## config.mk

```make
export PLATFORM = sky130hd
export DESIGN_NAME = video_wr_arbiter
export DESIGN_NICKNAME = d
export VERILOG_FILES = /design/src/rtl/video_wr_arbiter.sv
export SDC_FILE = /design/constraint.sdc
export NUM_CORES = 1
export LEC_CHECK = 0
export CAP_MARGIN = 40
export CORE_AREA = 2 2 634 636
export CTS_BUF_LIST = sky130_fd_sc_hd__clkbuf_4
export CTS_CLUSTER_DIAMETER = 200
export DETAILED_ROUTE_END_ITERATION = 8
export DIE_AREA = 0 0 636 638
export PLACE_DENSITY = 0.3
export SLEW_MARGIN = 15
export SYNTH_ARGS = -nofsm -noshare
export SYNTH_HDL_FRONTEND = slang
export SYNTH_SLANG_ARGS = --single-unit
```

## constraint.sdc

```tcl
create_clock -name clk -period 17.2 [get_ports clk]
set_input_delay 3.44 -clock clk [delete_from_list [all_inputs] [get_ports clk]]
set_output_delay 3.44 -clock clk [all_outputs]
set_load 0.005 [all_outputs]
```

## src/rtl/video_wr_arbiter.sv

```systemverilog
// Round-robin burst write arbiter that merges CH_NUM video line buffers onto one AXI write port.
// Optional build macro VWA_PINGPONG_EN: two frame banks per channel plus a frame_bank output.
module video_wr_arbiter #(
  parameter int unsigned CH_NUM          = 5,
  parameter int unsigned CTRL_ADDR_WIDTH = 28,
  parameter int unsigned MEM_DQ_WIDTH    = 32,
  parameter int unsigned BURST_LEN       = 16,
  parameter int unsigned FRAME_BURSTS    = 2100,
  parameter int unsigned CH_ADDR_SHIFT   = 22
) (
  input  logic                              clk,
  input  logic                              rst,
  input  logic [CH_NUM-1:0]                 ch_vsync,
  input  logic [CH_NUM-1:0]                 ch_rready,
  output logic [CH_NUM-1:0]                 ch_rd_en,
  input  logic [CH_NUM*MEM_DQ_WIDTH*8-1:0]  ch_data,
  output logic [CTRL_ADDR_WIDTH-1:0]        axi_awaddr,
  output logic [$clog2(CH_NUM)-1:0]         axi_awid,
  output logic [7:0]                        axi_awlen,
  output logic [2:0]                        axi_awsize,
  output logic [1:0]                        axi_awburst,
  output logic                              axi_awvalid,
  input  logic                              axi_awready,
  output logic [MEM_DQ_WIDTH*8-1:0]         axi_wdata,
  output logic [MEM_DQ_WIDTH-1:0]           axi_wstrb,
  output logic                              axi_wvalid,
  input  logic                              axi_wready,
`ifdef VWA_PINGPONG_EN
  output logic [CH_NUM-1:0]                 frame_bank,
`endif
  output logic                              init_done
);

  localparam int unsigned GW         = $clog2(CH_NUM);
  localparam int unsigned BW         = MEM_DQ_WIDTH * 8;
  localparam int unsigned AW         = CTRL_ADDR_WIDTH;
  localparam int unsigned CW         = $clog2(BURST_LEN) + 1;
  localparam int unsigned BURST_STEP = BURST_LEN * 8;
  localparam int unsigned FRAME_SPAN = FRAME_BURSTS * BURST_STEP;
`ifdef VWA_PINGPONG_EN
  localparam logic PP = 1'b1;
`else
  localparam logic PP = 1'b0;
`endif

  typedef enum logic [2:0] {S_IDLE, S_ARB, S_AW, S_WR, S_DONE} state_e;

  state_e            state_q, state_d;
  logic [GW-1:0]     grant_q, grant_d, last_q, last_d;
  logic [AW-1:0]     awaddr_q, awaddr_d;
  logic              awvalid_q, awvalid_d, wvalid_q, wvalid_d;
  logic [CW-1:0]     beat_q, beat_d;
  logic [AW-1:0]     offset_q [CH_NUM];
  logic [AW-1:0]     offset_d [CH_NUM];
  logic [AW-1:0]     off_inc_c;
  logic [CH_NUM-1:0] pend_q, pend_d, clr_c;
  logic [CH_NUM-1:0] sync1_q, sync2_q, sync3_q, sof_rise_c;
  logic [CH_NUM-1:0] seen_q, seen_d, armed_q, armed_d;
  logic              init_q, init_d;
  logic [CH_NUM-1:0] bank_cur_c;
  logic              found_c;
  logic [GW-1:0]     pick_c;
  logic [BW-1:0]     data_a [CH_NUM];

  function automatic logic [AW-1:0] base_addr(input logic [GW-1:0] ch, input logic bank);
    base_addr = (AW'(ch) << CH_ADDR_SHIFT) | (bank ? (AW'(1) << (CH_ADDR_SHIFT - 1)) : AW'(0));
  endfunction

  for (genvar k = 0; k < CH_NUM; k++) begin : g_slice
    assign data_a[k] = ch_data[k*BW +: BW];
  end

  // Two-flop synchroniser plus an edge register per vsync line
  always_ff @(posedge clk or negedge rst) begin
    if (!rst) begin
      sync1_q <= '0;
      sync2_q <= '0;
      sync3_q <= '0;
    end else begin
      sync1_q <= ch_vsync;
      sync2_q <= sync1_q;
      sync3_q <= sync2_q;
    end
  end
  assign sof_rise_c = sync2_q & ~sync3_q;

  // Round-robin search starting one past the last grant
  always_comb begin
    found_c = 1'b0;
    pick_c  = last_q;
    for (int unsigned i = 1; i <= CH_NUM; i++) begin
      logic [GW-1:0] idx;
      idx = GW'((32'(last_q) + i) % CH_NUM);
      if (!found_c && ch_rready[idx]) begin
        found_c = 1'b1;
        pick_c  = idx;
      end
    end
  end

  always_comb begin
    state_d   = state_q;
    grant_d   = grant_q;
    last_d    = last_q;
    awaddr_d  = awaddr_q;
    awvalid_d = 1'b0;
    wvalid_d  = 1'b0;
    beat_d    = beat_q;
    offset_d  = offset_q;
    seen_d    = seen_q;
    clr_c     = '0;
    off_inc_c = offset_q[grant_q] + AW'(BURST_STEP);
    case (state_q)
      S_IDLE: begin
        clr_c = pend_q;
        if (|ch_rready) state_d = S_ARB;
      end
      S_ARB: begin
        clr_c = pend_q;
        if (found_c) begin
          grant_d   = pick_c;
          last_d    = pick_c;
          beat_d    = '0;
          awvalid_d = 1'b1;
          state_d   = S_AW;
          // A start-of-frame cleared in this same cycle must already show in the address
          awaddr_d  = base_addr(pick_c, bank_cur_c[pick_c] ^ (PP & pend_q[pick_c]))
                    + (pend_q[pick_c] ? AW'(0) : offset_q[pick_c]);
        end else begin
          state_d = S_IDLE;
        end
      end
      S_AW: begin
        awvalid_d = 1'b1;
        if (axi_awready) begin
          awvalid_d = 1'b0;
          wvalid_d  = 1'b1;
          state_d   = S_WR;
        end
      end
      S_WR: begin
        wvalid_d = 1'b1;
        if (axi_wready) begin
          if (beat_q == CW'(BURST_LEN - 1)) begin
            wvalid_d = 1'b0;
            state_d  = S_DONE;
          end else begin
            beat_d = beat_q + CW'(1);
          end
        end
      end
      S_DONE: begin
        seen_d[grant_q] = 1'b1;
        if (pend_q[grant_q]) begin
          clr_c[grant_q] = 1'b1;
        end else begin
          offset_d[grant_q] = (off_inc_c >= AW'(FRAME_SPAN)) ? AW'(0) : off_inc_c;
        end
        state_d = S_IDLE;
      end
      default: state_d = S_IDLE;
    endcase
    for (int unsigned k = 0; k < CH_NUM; k++) begin
      if (clr_c[k]) offset_d[k] = '0;
    end
    pend_d  = (pend_q & ~clr_c) | sof_rise_c;
    armed_d = armed_q | (sof_rise_c & seen_q);
    init_d  = init_q | (&armed_q);
  end

  always_ff @(posedge clk or negedge rst) begin
    if (!rst) begin
      state_q   <= S_IDLE;
      grant_q   <= '0;
      last_q    <= GW'(CH_NUM - 1);
      awaddr_q  <= '0;
      awvalid_q <= 1'b0;
      wvalid_q  <= 1'b0;
      beat_q    <= '0;
      pend_q    <= '0;
      seen_q    <= '0;
      armed_q   <= '0;
      init_q    <= 1'b0;
      for (int unsigned k = 0; k < CH_NUM; k++) offset_q[k] <= '0;
    end else begin
      state_q   <= state_d;
      grant_q   <= grant_d;
      last_q    <= last_d;
      awaddr_q  <= awaddr_d;
      awvalid_q <= awvalid_d;
      wvalid_q  <= wvalid_d;
      beat_q    <= beat_d;
      pend_q    <= pend_d;
      seen_q    <= seen_d;
      armed_q   <= armed_d;
      init_q    <= init_d;
      offset_q  <= offset_d;
    end
  end

`ifdef VWA_PINGPONG_EN
  logic [CH_NUM-1:0] bank_q, fbank_q;

  // Each consumed start-of-frame flips the write bank; the bank just left is the finished frame
  always_ff @(posedge clk or negedge rst) begin
    if (!rst) begin
      bank_q  <= '0;
      fbank_q <= '0;
    end else begin
      bank_q  <= bank_q ^ clr_c;
      fbank_q <= (fbank_q & ~clr_c) | (bank_q & clr_c);
    end
  end
  assign bank_cur_c = bank_q;
  assign frame_bank = fbank_q;
`else
  assign bank_cur_c = '0;
`endif

  assign axi_awaddr  = awaddr_q;
  assign axi_awid    = grant_q;
  assign axi_awlen   = 8'(BURST_LEN - 1);
  assign axi_awsize  = 3'b101;
  assign axi_awburst = 2'b01;
  assign axi_awvalid = awvalid_q;
  assign axi_wvalid  = wvalid_q;
  assign axi_wstrb   = '1;
  assign axi_wdata   = data_a[grant_q];
  assign ch_rd_en    = (wvalid_q & axi_wready) ? (CH_NUM'(1) << grant_q) : '0;
  assign init_done   = init_q;

endmodule
```

# ---- Word-level counts from Yosys, hierarchy flattened
# Memories as Yosys holds them, arrays and structs flattened.
# Cells that the tools add are included.
dict set report totals {
  regBits 215
  rom_bits 8
  input_bits 1294
  out_inout_bits 340
  mem_count 1
}
# memory words word_bits rd rd_ports_with_merged_regs wr line
set mem_list {}
lappend mem_list {{(no name shown)} 8 1 1 0 0 127} ;# awaddr_d = base_addr(pick_c, bank_cur_c[pick_c] ^ (PP & pend_q[pick_c]))
dict set report op_classes {
  add_sub_neg 8
  div_mod_pow 5
  magnitude_cmp 12
  eq_ne 16
  shift 1
  muxes 69
  bitwise_logic 13
  reduce_logical 28
}
# operator n
set ops {}
lappend ops {{$bmux W256 S3} 1}
lappend ops {{$mux W256} 2}
lappend ops {{$mux W28} 12}
lappend ops {{$mux W140} 2}
lappend ops {{$bmux W28 S3} 2}
lappend ops {{$mod A32 B3 Y32 const B} 5}
lappend ops {{$bwmux W140} 1}
lappend ops {{$demux W28 S3} 1}
lappend ops {{$add A25 B28 Y28} 1}
lappend ops {{$add A28 B8 Y28 const B} 1}
lappend ops {{$ge A28 B19 Y1 const B} 1}
lappend ops {{$lt A3 B4 Y1 const B} 7}
lappend ops {{$mux W3} 9}
lappend ops {{$mux W5} 5}
lappend ops {{$or A25 B22 Y25} 1}
lappend ops {{$mux W22} 1}
lappend ops {{$ne A2 B2 Y1 const B} 11}
lappend ops {{$bmux W1 S3} 7}
lappend ops {{$pmux W5 S2} 2}
lappend ops {{$mux W1} 19}
lappend ops {{$and A5 B5 Y5} 3}
lappend ops {{$or A5 B5 Y5} 3}
lappend ops {{$pmux W3 S4} 1}
lappend ops {{$reduce_and A2 Y1} 6}
lappend ops {{other kinds (27)} 48}

# ---- Longest topological paths before layout
# Gate-level depths: netlist of run 1.
dict set report logic_depth {
  ltp_word 23
  ltp_mapped 32
  mapped_depth_nobuf 27
}

# ---- Worst setup path after synthesis of run 1
# Ideal clock, no wire load.
dict set report synth_timing {
  kind {input to output}
  startpoint {in axi_wready}
  endpoint {out ch_rd_en[0]}
  t_arrival_ns 4.095
  required_time_ns 13.760
  slack_ns 9.665
  path_stages 4
  n_path_buf 1
  cell_sequence {clkbuf_1 -> nand2_1 -> nor2_1 -> and2_1}
}
dict set report synth_via {
  elab_chain_cells 2
}
# element line
set synth_rtl {}
lappend synth_rtl {{start: declaration} 27} ;# input logic axi_wready,
lappend synth_rtl {{$and A1 B1 Y1} 229} ;# assign ch_rd_en = (wvalid_q & axi_wready) ? (CH_NUM'(1) << grant_q) : '0;
lappend synth_rtl {{$mux W5} 229}
lappend synth_rtl {{end: declaration} 15} ;# output logic [CH_NUM-1:0] ch_rd_en,
# Every way passes these cells.

# ---- Final worst setup path of run 1
dict set report layout_timing {
  startpoint {in ch_data[516]}
  endpoint {out axi_wdata[4]}
}
dict set report layout_via {
  elab_chain_cells 3
}
# element line
set layout_rtl {}
lappend layout_rtl {{start: declaration} 16} ;# input logic [CH_NUM*MEM_DQ_WIDTH*8-1:0] ch_data,
lappend layout_rtl {{$bmux W256 S3} 228} ;# assign axi_wdata = data_a[grant_q];
lappend layout_rtl {{$mux W256 (implied by the code) (2 in a row)} 228}
lappend layout_rtl {{end: declaration} 24} ;# output logic [MEM_DQ_WIDTH*8-1:0] axi_wdata,
# Every way passes these cells. The select of a mux whose other input is x is not followed.

==> flow_metrics.env, run 1 <==
export IMPL_syn_instance_count=2683
export IMPL_dp_slack_ns=7.76
export IMPL_clock_sinks=213
export IMPL_seq_area_frac_synth_pct=24.2
export IMPL_finalSetupViolations=0
export IMPL_end_kind="primary output"
export IMPL_finClkSkew_ns=0.0506
export IMPL_chipHeight_um=638
export IMPL_synth_edff_count=0
export IMPL_initial_utilization_pct=5.53
export IMPL_final_antenna_net_count=0
export IMPL_placed_area_um2=44300
export IMPL_grt_usage_pct=17.3
export IMPL_period_share_pct=54.2
export IMPL_synth_top_area_share_pct=24.1
export IMPL_power_mw=8.76
export IMPL_whs_ns=0.347
export IMPL_clk_path_buf_depth=3
export IMPL_synth_flop_cell="dfrtp_1"
export IMPL_max_stage_delay_ns=0.59
export IMPL_synth_top_area_cell="dfrtp_1"
export IMPL_final_seq_area_um2=5340
export IMPL_hold_path_class="register to register"
export IMPL_setup_slack_ns=7.88
export IMPL_antenna_found_initial=360
export IMPL_leakage_nw=15.9
export IMPL_status="finished, final reports clean"
export IMPL_insertion_delay_ns=0.77
export IMPL_totalWireLength_mm=368
export IMPL_cp_cell_sequence="clkdlybuf4s50_1 > mux2i_1 > nor2_1 > a21oi_1 > o22ai_1 > clkdlybuf4s50_1"
export IMPL_synth_warnings=0
export IMPL_power_density_nw_per_um2=193
export IMPL_dp_cells=9380
export IMPL_worstMarginPinSlew_ns=0.961
export IMPL_core_area_um2=399000
export IMPL_fin_crit_ns=9.32
export IMPL_startpoint_type="input pin"
export IMPL_wl_per_cell_um=38.4
export IMPL_syn_area_per_cell_um2=8.21
export IMPL_fill_cells=46000
export IMPL_die_area_um2=406000
export IMPL_avgViaCountPerCell=3.34
export IMPL_io_pins=1634
export IMPL_cpMostUsedCell="clkdlybuf4s50_1"
export IMPL_htreeDepth=3
export IMPL_clk_pin_slew_ns=0.06
export IMPL_drive_gt1_share_pct=9.30
export IMPL_ys_top_cells_by_area="dfrtp_1 (24%), mux4_2 (12%), mux2i_1 (8.7%), a22oi_1 (6.5%), nand2_1 (6.0%)"
export IMPL_drtIter0Drc=2656
export IMPL_routabilityCongestion=1.00
export IMPL_multi_input_area_um2=15500
export IMPL_grt_pass1_wl_mm=440
export IMPL_ys_ff_latch=213
export IMPL_finalHoldViolations=0
export IMPL_synthArstFlopShare_pct=100
export IMPL_grt_ovfl_total=0
export IMPL_die_w_um=636
export IMPL_cts_root_buf="clkbuf_4"
export IMPL_yosysMostFrequentCell="nand2_1"
export IMPL_postLayoutCoreUtil_pct=11.4
export IMPL_ys_top_cells_by_count="nand2_1 (352), a21oi_1 (231), nor2_1 (214), dfrtp_1 (212), clkbuf_1 (194)"
export IMPL_synth_cell_type_count=95
export IMPL_slew_viol_final=0
export IMPL_synth_area_um2=22000
export IMPL_worstPathArrival_ns=5.88
export IMPL_critical_path_slowest_cell="clkdlybuf4s50_1"
export IMPL_worstPathMaxFanout=1
export IMPL_grt_pass1_vias=31000
export IMPL_post_cts_resized=0
export IMPL_row_count=232
export IMPL_irDropWorstVdd_v=0.000282
export IMPL_slew_limit_headroom_pct=36.0
export IMPL_grt_max_degree=80
export IMPL_worst_path_buf_inv=2
export IMPL_stdcell_area_um2=45400
export IMPL_drc=0
export IMPL_via_count=32100
export IMPL_postCtsSetupBuffers=0
export IMPL_grt_setup_unrepaired="false"
export IMPL_fin_setup_tns_ns=0
export IMPL_crit_family="buffers and inverters"
export IMPL_drv_cap=0
export IMPL_drt_pass1_iter_count=5
export IMPL_layout_cells_non_filler=9599
export IMPL_syn2layout_area_growth_pct=106
export IMPL_io_buffers=1588
export IMPL_numCtsBuffers=66
export IMPL_hold_buffers=0
export IMPL_dp_hpwl_mm=327
export IMPL_cts_tree="built"
export IMPL_final_nets=5512
export IMPL_path_class="input pin to primary output"
export IMPL_fmaxAchievable_ghz=0.107
export IMPL_worstPathRequired_ns=13.76
-- layout make-up --
class	instances	area share, %
diodes	109	0.601
clock buffers	89	1.47
clock inverters	19	0.220
inverters	33	0.295
multi-input cells	2188	34.1
flip-flops and latches	213	11.8
well taps	5265	14.5
repair buffers	1683	37.1
-- layout by cell type, fill, tap and decap left out, drive strengths merged, types with 16 or more instances in the layout --
cell type      Yosys  routed
a21oi            233     233
a22o              60      60
a22oi            191     191
and2              59      59
and3              33      33
buf               98      95
clkbuf           194      90
clkdlybuf4s50      0    1587
clkinv             0      16
conb               2      45
dfrtp            212     212
diode              0     109
ha                32      32
inv               33      35
mux2              21      21
mux2i            192     192
mux4             121     121
nand2            353     353
nand3            126     126
nor2             221     221
o21ai             95      95
o22ai            187     187
xnor2             18      18
-- cells by family (layout without fill, tap and decap cells) --
group	after synthesis	after routing	share of synthesized area (%)
xor gates and xnor gates	24	24	1.16
muxes	334	334	22.2
and+or+nand+nor	878	878	18.1
DFF	213	213	24.2
AOI/OAI and AO/OA	874	874	25.9
buffers and inverters	325	1824	6.55
other	2	154	0.0341
adders and majority gates	33	33	1.91
-- registers in the layout (all words and copies together), names as in the netlist, 5 cells and up --
register	count
beat_q	5
pend_q	5
sync3_q	5
armed_q	5
axi_awaddr	28
seen_q	5
offset_q	140
sync2_q	5
sync1_q	5
-- layer usage --
metal / part of all wire [%] / GRT usage, %
met2: 52 / 32.3
met3: 6.8 / 4.02
met5: 0.18 / 0
met1: 38 / 19.8
met4: 3.2 / 4.04
-- worst paths after layout --
path                                       end  cells after the start  slack, ns    startpoint
worst max-delay path              axi_wdata[4]                      6       7.88  ch_data[516]
worst min-delay path                sync2_q[1]                      0       0.35    sync1_q[1]
worst max register to register  axi_awaddr[27]                     28       8.69   axi_awid[0]
worst min register to register      sync2_q[1]                      0       0.35    sync1_q[1]
max in group asynchronous            beat_q[4]                      5      12.62           rst
min in group asynchronous       axi_awaddr[22]                      1       2.71           rst
-- where the power goes --
| group | total (mW) | internal, mW | switching [mW] |
|---|---|---|---|
| Sequential | 0.620 | 0.536 | 0.0833 |
| Combinational | 7.64 | 2.75 | 4.89 |
| Clock | 0.498 | 0.253 | 0.245 |
No activity file was read; power rests on OpenSTA's default activity.
==> run 2: changes to the inputs <==
--- a/config.mk
+++ b/config.mk
@@ -6,11 +6,11 @@
 export NUM_CORES = 1
 export LEC_CHECK = 0
 export CAP_MARGIN = 40
-export CORE_AREA = 2 2 634 636
+export CORE_AREA = 2 2 641 643
 export CTS_BUF_LIST = sky130_fd_sc_hd__clkbuf_4
 export CTS_CLUSTER_DIAMETER = 200
 export DETAILED_ROUTE_END_ITERATION = 8
-export DIE_AREA = 0 0 636 638
+export DIE_AREA = 0 0 643 645
 export PLACE_DENSITY = 0.3
 export SLEW_MARGIN = 15
 export SYNTH_ARGS = -nofsm -noshare
==> constraint.sdc (replaced) <==
create_clock -name clk -period 9.5 [get_ports clk]
set_input_delay 1.9 -clock clk [delete_from_list [all_inputs] [get_ports clk]]
set_output_delay 1.9 -clock clk [all_outputs]
set_load 0.005 [all_outputs]
==> flow_metrics.env, run 2 (same netlist as run 1, synthesis figures left out) <==
export IMPL_status="finished, final reports clean"
export IMPL_hold_path_class="register to register"
export IMPL_core_area_um2=408000
export IMPL_drc=0
export IMPL_die_w_um=643
export IMPL_syn2layout_area_growth_pct=108
export IMPL_grt_ovfl_total=0
export IMPL_numCtsBuffers=67
export IMPL_insertion_delay_ns=0.80
export IMPL_routabilityCongestion=1.00
export IMPL_cts_tree="built"
export IMPL_antenna_found_initial=420
export IMPL_leakage_nw=15.9
export IMPL_drtIter0Drc=2643
export IMPL_irDropWorstVdd_v=0.000707
export IMPL_row_count=235
export IMPL_final_seq_area_um2=5340
export IMPL_initial_utilization_pct=5.40
export IMPL_cpMostUsedCell="ha_1"
export IMPL_cts_root_buf="clkbuf_4"
export IMPL_finalHoldViolations=0
export IMPL_max_stage_delay_ns=0.61
export IMPL_critical_path_slowest_cell="dfrtp_4"
export IMPL_io_pins=1634
export IMPL_stdcell_area_um2=45900
export IMPL_io_buffers=1588
export IMPL_fill_cells=47400
export IMPL_largest_reg_flops=140
export IMPL_path_class="register to register"
export IMPL_end_kind="register"
export IMPL_drt_pass1_iter_count=6
export IMPL_grt_pass1_vias=30800
export IMPL_power_mw=15.5
export IMPL_post_cts_resized=0
export IMPL_finClkSkew_ns=0.0831
export IMPL_worstPathArrival_ns=8.55
export IMPL_crit_family="compound AO/OA/AOI/OAI gates"
export IMPL_whs_ns=0.349
export IMPL_multi_input_area_um2=15500
export IMPL_dp_slack_ns=1.72
export IMPL_grt_setup_unrepaired="false"
export IMPL_dp_hpwl_mm=323
export IMPL_drive_gt1_share_pct=9.38
export IMPL_placed_area_um2=44500
export IMPL_layout_common_cells="clkdlybuf4s50_1 (1587), nand2_1 (352), a21oi_1 (230), nor2_1 (212), dfrtp_1 (209)"
export IMPL_postCtsSetupBuffers=0
export IMPL_fmaxAchievable_ghz=0.128
export IMPL_final_nets=5504
export IMPL_crit_cells=26
export IMPL_startpoint_type="register"
export IMPL_period_share_pct=82.4
export IMPL_htreeDepth=3
export IMPL_wl_per_cell_um=36.9
export IMPL_clk_path_buf_depth=3
export IMPL_grt_usage_pct=16.8
export IMPL_finalSetupViolations=0
export IMPL_grt_pass1_wl_mm=434
export IMPL_worstMarginPinSlew_ns=0.961
export IMPL_slew_limit_headroom_pct=35.9
export IMPL_slew_viol_final=0
export IMPL_setup_slack_ns=1.68
export IMPL_layout_commonest_cell="clkdlybuf4s50_1"
export IMPL_fin_setup_tns_ns=0
export IMPL_largest_register="offset_q"
export IMPL_grt_max_degree=111
export IMPL_hold_buffers=0
export IMPL_worst_path_buf_inv=2
export IMPL_fin_crit_ns=7.82
export IMPL_final_antenna_net_count=0
export IMPL_clk_pin_slew_ns=0.06
export IMPL_die_area_um2=415000
export IMPL_totalWireLength_mm=364
export IMPL_hold_depth=0
export IMPL_avgViaCountPerCell=3.26
export IMPL_chipHeight_um=645
export IMPL_worstPathRequired_ns=10.22
export IMPL_r2r_worst_path_cells=26
export IMPL_via_count=32100
export IMPL_worstPathMaxFanout=33
export IMPL_power_density_nw_per_um2=338
export IMPL_clock_sinks=213
export IMPL_drv_cap=0
## run 2: routing by layer
metal / vias up / GRT usage [%] / share of wire [%]
li1: 13300 / - / -
met1: 15900 / 18.7 / 37
met2: 2111 / 30.5 / 51
met3: 719 / 4.46 / 7.4
met4: 118 / 5.79 / 3.9
met5: - / 0 / 0.21
## run 2: power by group
part | switching [mW] | internal (mW) | leakage (nW)
clock network | 0.456 | 0.556 | 0.530
logic | 8.42 | 4.94 | 12.5
registers | 0.151 | 0.972 | 2.88
total | 9.03 | 6.47 | 15.9
## run 2: worst paths after layout
check                            endpoint  slack, ns         from
min                            sync2_q[2]       0.35   sync1_q[2]
max in group asynchronous    offset_q[14]       7.73          rst
max                        axi_awaddr[27]       1.68  axi_awid[1]
max reg2reg                axi_awaddr[27]       1.68  axi_awid[1]
min reg2reg                    sync2_q[2]       0.35   sync1_q[2]
min in group asynchronous       pend_q[1]       0.94          rst
## run 2: cell type report
type | count | share of cell area [%]
repair buffers | 1674 | 36.6
multi-input cells | 2188 | 33.7
well taps | 5451 | 14.9
flip-flops and latches | 213 | 11.6
clock buffers | 99 | 1.62
diodes | 181 | 0.987
clock inverters | 13 | 0.308
inverters | 33 | 0.297
## run 2: worst reg2reg max path, cell delays in order (launching register included)
cell and delay [ns]:
dfrtp_4 0.61, inv_1 0.42, ha_1 0.56, ha_1 0.37
or3b_2 0.47, o22ai_1 0.32, nor2_1 0.15, ha_1 0.26
nor2b_1 0.15, a2111oi_1 0.56, or3_1 0.30, o31ai_1 0.11
a22oi_1 0.36, nor2_2 0.14, and4_1 0.24, a311oi_4 0.31
buf_4 0.41, o21ai_1 0.25, a21oi_1 0.27, a311o_1 0.20
nor2_1 0.09, ha_1 0.28, a21o_1 0.11, a21o_1 0.15
o31ai_1 0.09, or4_1 0.48, nand3_1 0.09
## run 2: stage by stage
step           instances  utilization, %
2_1_floorplan       2726               -
3_3_place_gp        9542            10.9
3_5_place_dp        9555            10.9
4_1_cts             9667            11.1
5_1_grt             9797            11.2
6_report            9852            11.2
